### config.mk
export PLATFORM = sky130hd
export DESIGN_NAME = uart_report_tx_flat
export DESIGN_NICKNAME = d
export VERILOG_FILES = /design/src/rtl/uart_report_tx_pkg.sv /design/src/rtl/uart_report_tx_if.sv /design/src/rtl/uart_byte_tx.sv /design/src/rtl/uart_report_tx.sv /design/src/flat_wrapper.sv
export SDC_FILE = /design/constraint.sdc
export NUM_CORES = 1
export LEC_CHECK = 0
export ABC_AREA = 1
export BUFFER_PORTS_ARGS = -buffer_cell sky130_fd_sc_hd__buf_2
export CAP_MARGIN = 20
export CORE_ASPECT_RATIO = 0.7
export CORE_MARGIN = 1
export CORE_UTILIZATION = 30
export DETAILED_ROUTE_END_ITERATION = 8
export GPL_TIMING_DRIVEN = 0
export PLACE_DENSITY = 0.47
export REMOVE_ABC_BUFFERS = 1
export SYNTH_ARGS = -nofsm -noshare
export SYNTH_HDL_FRONTEND = slang
export SYNTH_SLANG_ARGS = --single-unit
### constraint.sdc
create_clock -name sys_clk -period 2.36 [get_ports sys_clk]
set_input_delay 0.236 -clock sys_clk [delete_from_list [all_inputs] [get_ports sys_clk]]
set_output_delay 0.236 -clock sys_clk [all_outputs]
set_load 0.005 [all_outputs]
### src/rtl/uart_report_tx_pkg.sv
// Package for the status-report UART link.
// Holds the frame constants, the modulation code values, the report FSM
// state type and the helpers that build the frame contents from a snapshot.
package uart_report_pkg;

  localparam logic [7:0] FRAME_HDR  = 8'hA5;
  localparam logic [7:0] FRAME_TAIL = 8'h5A;
  localparam int         FRAME_LEN  = 6;

  localparam logic [7:0] MOD_NONE = 8'd0;
  localparam logic [7:0] MOD_AM   = 8'd1;
  localparam logic [7:0] MOD_ASK  = 8'd2;
  localparam logic [7:0] MOD_FM   = 8'd3;
  localparam logic [7:0] MOD_FSK  = 8'd4;
  localparam logic [7:0] MOD_PSK  = 8'd5;
  localparam logic [7:0] MOD_CW   = 8'd6;

  typedef enum logic [1:0] {
    IDLE = 2'd0,
    SEND = 2'd1,
    DONE = 2'd2
  } rpt_state_e;

  // No carrier and plain CW carry no meaningful frequency, so report zero.
  function automatic logic [15:0] report_freq(input logic [7:0] mod_type,
                                               input logic [15:0] demod_fre);
    return (mod_type == MOD_NONE || mod_type == MOD_CW) ? 16'h0000 : demod_fre;
  endfunction

  // Byte idx of a frame built from an already-masked snapshot.
  function automatic logic [7:0] frame_byte(input logic [2:0]  idx,
                                            input logic [7:0]  mod_type,
                                            input logic [15:0] freq);
    logic [7:0] chk;
    chk = mod_type + freq[15:8] + freq[7:0];
    case (idx)
      3'd0:    return FRAME_HDR;
      3'd1:    return mod_type;
      3'd2:    return freq[15:8];
      3'd3:    return freq[7:0];
      3'd4:    return chk;
      default: return FRAME_TAIL;
    endcase
  endfunction

endpackage

### src/rtl/uart_report_tx_if.sv
// Status-report link bundle.
//   mod_type   : modulation code from the data selector
//   demod_fre  : demodulated frequency in Hz
//   send_req   : one-cycle pulse asking for an immediate report
//   tx         : UART line, idle high
//   busy       : high while a frame is on the line
//   frame_done : one-cycle pulse after the last stop bit
// master = the side that supplies the data and request, slave = the reporter.
interface uart_report_tx_if;
  logic [7:0]  mod_type;
  logic [15:0] demod_fre;
  logic        send_req;
  logic        tx;
  logic        busy;
  logic        frame_done;

  modport master (
    output mod_type, demod_fre, send_req,
    input  tx, busy, frame_done
  );

  modport slave (
    input  mod_type, demod_fre, send_req,
    output tx, busy, frame_done
  );
endinterface

### src/rtl/uart_byte_tx.sv
// 8N1 byte serialiser.
//   sys_clk, sys_rst_n : clock, asynchronous active-low reset
//   start, data        : byte offered for transmission
//   tx                 : serial line, idle high, registered
//   ready              : serialiser can take a byte this cycle
// Handshake: a byte is taken in a cycle where start && ready; start with
// ready low is ignored. ready is also high in the last cycle of a stop bit,
// so a byte offered then starts its start bit with no idle gap.
module uart_byte_tx #(
  parameter int BAUD_DIV = 434
) (
  input  logic       sys_clk,
  input  logic       sys_rst_n,
  input  logic       start,
  input  logic [7:0] data,
  output logic       tx,
  output logic       ready
);

  localparam int             CW        = (BAUD_DIV > 1) ? $clog2(BAUD_DIV) : 1;
  localparam logic [CW-1:0]  BAUD_LAST = CW'(BAUD_DIV - 1);

  logic          active;
  logic [CW-1:0] baud_cnt;
  logic [3:0]    bit_idx;   // 0 start, 1..8 data, 9 stop
  logic [7:0]    data_r;
  logic          bit_end;

  assign bit_end = (baud_cnt == BAUD_LAST);
  assign ready   = !active || (bit_end && bit_idx == 4'd9);

  always_ff @(posedge sys_clk or negedge sys_rst_n) begin
    if (!sys_rst_n) begin
      active   <= 1'b0;
      baud_cnt <= '0;
      bit_idx  <= '0;
      data_r   <= '0;
      tx       <= 1'b1;
    end else if (start && ready) begin
      active   <= 1'b1;
      baud_cnt <= '0;
      bit_idx  <= '0;
      data_r   <= data;
      tx       <= 1'b0;
    end else if (active) begin
      if (bit_end) begin
        baud_cnt <= '0;
        if (bit_idx == 4'd9) begin
          active <= 1'b0;
          tx     <= 1'b1;
        end else begin
          bit_idx <= bit_idx + 4'd1;
          // Moving into slot bit_idx+1: data bits LSB first, then stop.
          tx      <= (bit_idx < 4'd8) ? data_r[bit_idx[2:0]] : 1'b1;
        end
      end else begin
        baud_cnt <= baud_cnt + 1'b1;
      end
    end
  end

endmodule

### src/rtl/uart_report_tx.sv
// Periodic / on-demand status reporter.
// Snapshots mod_type and demod_fre, frames them as
//   A5, mod, F[15:8], F[7:0], checksum, 5A
// and sends the frame as UART 8N1.
//   sys_clk, sys_rst_n : clock, asynchronous active-low reset
//   rpt                : report link (slave side)
//   dbg_state          : current FSM state
module uart_report_tx
  import uart_report_pkg::*;
#(
  parameter int CLK_FREQ      = 50_000_000,
  parameter int BAUD          = 115200,
  parameter int REPORT_CYCLES = 5_000_000
) (
  input  logic             sys_clk,
  input  logic             sys_rst_n,
  uart_report_tx_if.slave  rpt,
  output rpt_state_e       dbg_state
);

  localparam int BAUD_DIV = CLK_FREQ / BAUD;

  logic tick;

  generate
    if (REPORT_CYCLES > 0) begin : g_timer
      localparam int            TW     = $clog2(REPORT_CYCLES + 1);
      localparam logic [TW-1:0] T_LAST = TW'(REPORT_CYCLES - 1);
      logic [TW-1:0] timer;

      always_ff @(posedge sys_clk or negedge sys_rst_n) begin
        if (!sys_rst_n)          timer <= '0;
        else if (timer == T_LAST) timer <= '0;
        else                      timer <= timer + 1'b1;
      end

      assign tick = (timer == T_LAST);
    end else begin : g_no_timer
      assign tick = 1'b0;
    end
  endgenerate

  rpt_state_e  state;
  logic        pending;
  logic        launch;
  logic [7:0]  snap_mod;
  logic [15:0] snap_f;
  logic [2:0]  byte_idx;      // next byte to hand to the serialiser
  logic        busy_r;
  logic        frame_done_r;

  logic        bt_start;
  logic [7:0]  bt_data;
  logic        bt_ready;
  logic        bt_tx;

  // DONE accepts a request just like IDLE, so back-to-back frames are
  // separated only by the single DONE cycle.
  assign launch = pending && (state == IDLE || state == DONE);

  // The header is constant, so it can be offered in the same cycle the
  // snapshot is taken; later bytes come from the snapshot.
  always_comb begin
    bt_start = 1'b0;
    bt_data  = FRAME_HDR;
    if (launch) begin
      bt_start = 1'b1;
    end else if (state == SEND && bt_ready && byte_idx != 3'(FRAME_LEN)) begin
      bt_start = 1'b1;
      bt_data  = frame_byte(byte_idx, snap_mod, snap_f);
    end
  end

  always_ff @(posedge sys_clk or negedge sys_rst_n) begin
    if (!sys_rst_n) begin
      state        <= IDLE;
      pending      <= 1'b0;
      snap_mod     <= '0;
      snap_f       <= '0;
      byte_idx     <= '0;
      busy_r       <= 1'b0;
      frame_done_r <= 1'b0;
    end else begin
      // A request arriving in the launch cycle survives, giving one follow-up.
      pending      <= (pending && !launch) || rpt.send_req || tick;
      frame_done_r <= 1'b0;
      case (state)
        IDLE, DONE: begin
          if (launch) begin
            snap_mod <= rpt.mod_type;
            snap_f   <= report_freq(rpt.mod_type, rpt.demod_fre);
            byte_idx <= 3'd1;
            busy_r   <= 1'b1;
            state    <= SEND;
          end else begin
            state <= IDLE;
          end
        end
        SEND: begin
          if (bt_ready) begin
            if (byte_idx == 3'(FRAME_LEN)) begin
              busy_r       <= 1'b0;
              frame_done_r <= 1'b1;
              state        <= DONE;
            end else begin
              byte_idx <= byte_idx + 3'd1;
            end
          end
        end
        default: state <= IDLE;
      endcase
    end
  end

  uart_byte_tx #(
    .BAUD_DIV (BAUD_DIV)
  ) u_byte_tx (
    .sys_clk   (sys_clk),
    .sys_rst_n (sys_rst_n),
    .start     (bt_start),
    .data      (bt_data),
    .tx        (bt_tx),
    .ready     (bt_ready)
  );

  assign rpt.tx         = bt_tx;
  assign rpt.busy       = busy_r;
  assign rpt.frame_done = frame_done_r;
  assign dbg_state      = state;

endmodule

### src/flat_wrapper.sv
// flat-port wrapper written by rule: the top's interface ports become plain ports
module uart_report_tx_flat import uart_report_pkg::*;
#(
  parameter int CLK_FREQ      = 50_000_000,
  parameter int BAUD          = 115200,
  parameter int REPORT_CYCLES = 5_000_000
)
  (sys_clk, sys_rst_n, dbg_state, rpt_mod_type, rpt_demod_fre, rpt_send_req, rpt_tx, rpt_busy, rpt_frame_done);
  uart_report_tx_if rpt_i ();
  input  logic sys_clk;
  input  logic sys_rst_n;
  output rpt_state_e dbg_state;
  input wire logic [$bits(rpt_i.mod_type)-1:0] rpt_mod_type;
  input wire logic [$bits(rpt_i.demod_fre)-1:0] rpt_demod_fre;
  input wire logic [$bits(rpt_i.send_req)-1:0] rpt_send_req;
  output wire logic [$bits(rpt_i.tx)-1:0] rpt_tx;
  output wire logic [$bits(rpt_i.busy)-1:0] rpt_busy;
  output wire logic [$bits(rpt_i.frame_done)-1:0] rpt_frame_done;
  assign rpt_i.mod_type = rpt_mod_type;
  assign rpt_i.demod_fre = rpt_demod_fre;
  assign rpt_i.send_req = rpt_send_req;
  assign rpt_tx = rpt_i.tx;
  assign rpt_busy = rpt_i.busy;
  assign rpt_frame_done = rpt_i.frame_done;
  uart_report_tx #(.CLK_FREQ(CLK_FREQ), .BAUD(BAUD), .REPORT_CYCLES(REPORT_CYCLES)) u_core (.sys_clk(sys_clk), .sys_rst_n(sys_rst_n), .rpt(rpt_i), .dbg_state(dbg_state));
endmodule
==> summary by stage <==
Status
The run finished with clean final reports.

Flow run
Across the run, the number of max-cap violations was 0.

Finish
0 antenna diodes ended up in the layout. The commonest non-fill, non-tap cell in the layout is sky130_fd_sc_hd__nand2_1. In the layout the commonest cells are sky130_fd_sc_hd__nand2_1 (155), sky130_fd_sc_hd__inv_1 (87), sky130_fd_sc_hd__dfrtp_1 (77). Measured on the finished design, the core utilization comes to 0.367.

The number of nets in the layout is 691. The layout overhead on the synthesized area is 17.7%. The fraction of final layout cells with drive strength greater than 1 is 0.149.

Logic synthesis
The flop and latch count out of synthesis is 78. The distinct cell type count after synthesis is 40. Dividing the synthesized area by the synthesized cell count gives 7.81 µm². The post-synthesis instance area is 4650 µm².

The warning count from the yosys run is 0. The synthesized instance count is 595. The sequential area share after synthesis is 0.420.

Floorplan
From left edge to right edge, the die measures 151 µm. The site row count is 37. 32 I/O pins were placed. The die footprint is 16000 µm². The placeable core area is 14900 µm². The die is 106 µm tall. The starting utilization of the core area is 0.312.

Clocking
The number of clock buffers added by TritonCTS is 9. Clock-pin slew was measured on the worst setup and hold paths at 0.06 ns. The longest clock path from root to sink contains 2 buffers. The count of clock tree sinks is 78. The buffer cell driving the clock tree root is sky130_fd_sc_hd__clkbuf_16.

The number of H-tree levels is 3. TritonCTS built the clock tree. The clock reaches the later pin of the worst-skew pair after 0.35 ns.

Worst setup path
Traced cell by cell, the critical path runs through fa_1 -> ha_2 -> inv_2 -> fa_2 -> inv_2 -> nand3_2 -> nand3_2 -> a21oi_2 -> o21ai_1 -> nand2_1 -> nor2_1 -> nor2_1. The cell with the biggest individual delay on the critical path is sky130_fd_sc_hd__fa_1. The number of cells on the critical path is 12. Along the worst path, the maximum fanout reaches 3. The critical path contains buffers and inverters numbering 2 combined. The logic depth of the worst register-to-register path is 12. The family with the most delay on the worst path is adder cells.

At the worst endpoint, the arrival time is 2.56 ns. The required time of the critical path is 2.60 ns. STA classifies the critical path endpoint as a flip-flop.

The worst setup path is launched from a flip-flop. The class of the most critical setup path is flip-flop to flip-flop. The maximum single-stage delay on the critical path is 0.55 ns.

Power and ir drop
The power per unit of standard cell area is 606 nW/µm². Summing internal, switching and leakage power gives 3.32 mW. IR analysis of the VDD net gives a maximum drop of 317 µV. The leakage component of the power is 2.70 nW.

Timing
Setup repair after global routing could not meet its margin everywhere. The number of endpoints with negative hold slack in the final report is 0. After layout, the minimum clock period comes to 2.31 ns. The max-slew violation total from the final report was 0. Setup violations remaining at the end of the flow were counted as 0. In the finished design, the share of the clock period the worst path needs comes to 0.980. Setup total negative slack on the finished layout was measured at 0 ns. The worst setup skew after layout is 0.00549 ns. The fmax is 432 MHz. For the pin with the worst max-slew slack, the measured transition is 0.850 ns.

The setup slack after layout is 0.0474 ns. In this run the tightest slew margin relative to its limit is 0.432.

Placement
After legalization and detailed placement, the total HPWL measured 8.35 mm. The worst-case setup slack after placement is -0.0261 ns. Routability-driven placement finished with a final weighted congestion of 0.869. The count of buffers inserted at the top-level ports is 31.

Global routing
The initial antenna violation count is 0. The first-pass GRT wire length is 18.7 mm. Entering global routing, the biggest net connects 62 pins. For this run, the total global-route usage over all layers was measured as 0.154. The total global routing overflow is 0. The via count of the first global-routing pass is 3695.

Detailed routing
The count of nets left with antenna violations after detail routing is 0. After detailed routing, the number of remaining DRC violations is 0. After detailed routing, the average wire length per cell comes to 13.1 µm. Summing over every cut layer, the via total after detailed routing is 3862. The overall routed net length is 11.0 mm. The violation count after the first detailed-routing iteration is 192. The first detailed-routing pass took 4 iterations. The detailed-route vias per instance is 4.60.

Worst hold path
The worst hold path passes through 3 cells. The class of the worst hold path is input port to flip-flop.
-- where the power goes --
part           total, mW  internal (mW)  switching, mW  leakage [nW]
registers           1.38           1.36         0.0226         0.960
clock network       1.64           1.04          0.601         0.166
logic              0.294          0.121          0.173          1.58
total               3.32           2.52          0.797          2.70
-- cells by family (layout without fill, tap and decap cells) --
group,Yosys count,after routing,synth area share
buffers and inverters,103,153,0.0875
flip-flops,78,78,0.420
AO/OA/AOI/OAI,68,68,0.0845
AND/OR/NAND/NOR,306,306,0.300
XOR/XNOR,16,16,0.0301
adder cells (fa/ha/maj),24,24,0.0775
-- routing by layer --
layer	routed length, µm	global-route usage
met5	0	0
met2	4470	0.207
met3	483	0.0502
met1	5990	0.233
met4	99	0.0343
-- final timing paths --
kind | from | to | slack [ns]
setup / recovery | u_core.snap_mod[1] | u_core.u_byte_tx.data_r[5] | 0.05
hold / removal | rpt_send_req | u_core.pending | 0.07
setup reg to reg | u_core.snap_mod[1] | u_core.u_byte_tx.data_r[5] | 0.05
hold reg to reg | u_core.u_byte_tx.tx | u_core.u_byte_tx.tx | 0.47
max in group asynchronous | sys_rst_n | u_core.u_byte_tx.tx | 1.41
min in group asynchronous | sys_rst_n | u_core.snap_f[10] | 0.31
-- cell usage after synthesis --
cell                        number  area, µm²
sky130_fd_sc_hd__nand4_1         8       50.1
sky130_fd_sc_hd__nor2_1         51        191
sky130_fd_sc_hd__nor3_2          3       30.0
sky130_fd_sc_hd__a21oi_4         1       16.3
sky130_fd_sc_hd__o21ai_0        31        155
sky130_fd_sc_hd__inv_2           7       26.3
sky130_fd_sc_hd__nor2_2          2       12.5
sky130_fd_sc_hd__xnor2_1         5       43.8
sky130_fd_sc_hd__fa_1            8        160
sky130_fd_sc_hd__nor4_2          1       12.5
sky130_fd_sc_hd__nand2_4         1       11.3
sky130_fd_sc_hd__nand3_1        51        255
sky130_fd_sc_hd__o221ai_1        1       8.76
sky130_fd_sc_hd__o22ai_1         4       25.0
sky130_fd_sc_hd__ha_1           16        200
sky130_fd_sc_hd__or2_2           1       6.26
sky130_fd_sc_hd__nor3_1         11       55.1
sky130_fd_sc_hd__nor2_8          1       20.0
sky130_fd_sc_hd__clkbuf_1        2       7.51
sky130_fd_sc_hd__nand4_2         1       12.5
sky130_fd_sc_hd__a211oi_1        3       22.5
sky130_fd_sc_hd__buf_2           1       5.00
sky130_fd_sc_hd__inv_1          89        334
sky130_fd_sc_hd__dfstp_2         1       26.3
sky130_fd_sc_hd__xor2_1         11       96.3
sky130_fd_sc_hd__buf_4           3       22.5
sky130_fd_sc_hd__o21ai_1         2       10.0
sky130_fd_sc_hd__a31oi_4         1       21.3
sky130_fd_sc_hd__nor2_4          4       45.0
sky130_fd_sc_hd__nor4_1          3       18.8
sky130_fd_sc_hd__o2111ai_1       1       8.76
sky130_fd_sc_hd__nand2_1       155        582
sky130_fd_sc_hd__buf_6           1       11.3
sky130_fd_sc_hd__nor3b_2         1       12.5
sky130_fd_sc_hd__o211ai_1        2       15.0
sky130_fd_sc_hd__a21oi_1        22        110
sky130_fd_sc_hd__nand2_2         7       43.8
sky130_fd_sc_hd__nor3b_1         1       7.51
sky130_fd_sc_hd__dfrtp_1        77       1930
sky130_fd_sc_hd__nand3b_1        4       30.0
-- registers in the layout (all words and copies together), names as in the netlist --
signal / flops
u_core.byte_idx: 3
u_core.snap_mod: 8
u_core.snap_f: 16
u_core.g_timer.timer: 23
u_core.u_byte_tx.tx: 1
u_core.u_byte_tx.data_r: 8
u_core.u_byte_tx.bit_idx: 4
u_core.dbg_state: 2
u_core.rpt.busy: 1
u_core.u_byte_tx.active: 1
u_core.pending: 1
u_core.rpt.frame_done: 1
u_core.u_byte_tx.baud_cnt: 9
-- worst register-to-register path, cell delays in order (launching register included) --
cell and delay, ns:
sky130_fd_sc_hd__dfrtp_1 0.41, sky130_fd_sc_hd__fa_1 0.55, sky130_fd_sc_hd__ha_2 0.18, sky130_fd_sc_hd__inv_2 0.05, sky130_fd_sc_hd__fa_2 0.40, sky130_fd_sc_hd__inv_2 0.10, sky130_fd_sc_hd__nand3_2 0.07, sky130_fd_sc_hd__nand3_2 0.08
sky130_fd_sc_hd__a21oi_2 0.05, sky130_fd_sc_hd__o21ai_1 0.07, sky130_fd_sc_hd__nand2_1 0.09, sky130_fd_sc_hd__nor2_1 0.12, sky130_fd_sc_hd__nor2_1 0.05
-- per-stage QoR --
stage	instance area, µm²	instances	hold WS, ns
after floorplan	4600	588	-0.0596
after global placement	5000	814	0.431
after detailed placement	5050	816	0.137
after global routing	5470	840	0.0912
after CTS	5410	833	0.0649
final	5470	840	0.0747
-- timing repair --
item | 4_1_cts | 5_1_grt
endpoints found under the hold margin | 17 | 0
hold buffers | 1 | 0
pin swaps | 0 | 7
setup endpoints to repair | 1 | 3
gates resized for setup | 1 | 8
setup buffers | 0 | 7
-- layout make-up --
| class | count | area, µm² |
|---|---|---|
| clock buffer | 9 | 225 |
| tap | 195 | 244 |
| inverter | 96 | 360 |
| fill | 1580 | 9430 |
| clock inverter | 7 | 120 |
| multi-input combinational | 414 | 2320 |
| sequential | 78 | 1950 |
| timing repair buffer | 41 | 255 |
Power figures use the tool's default switching activity.
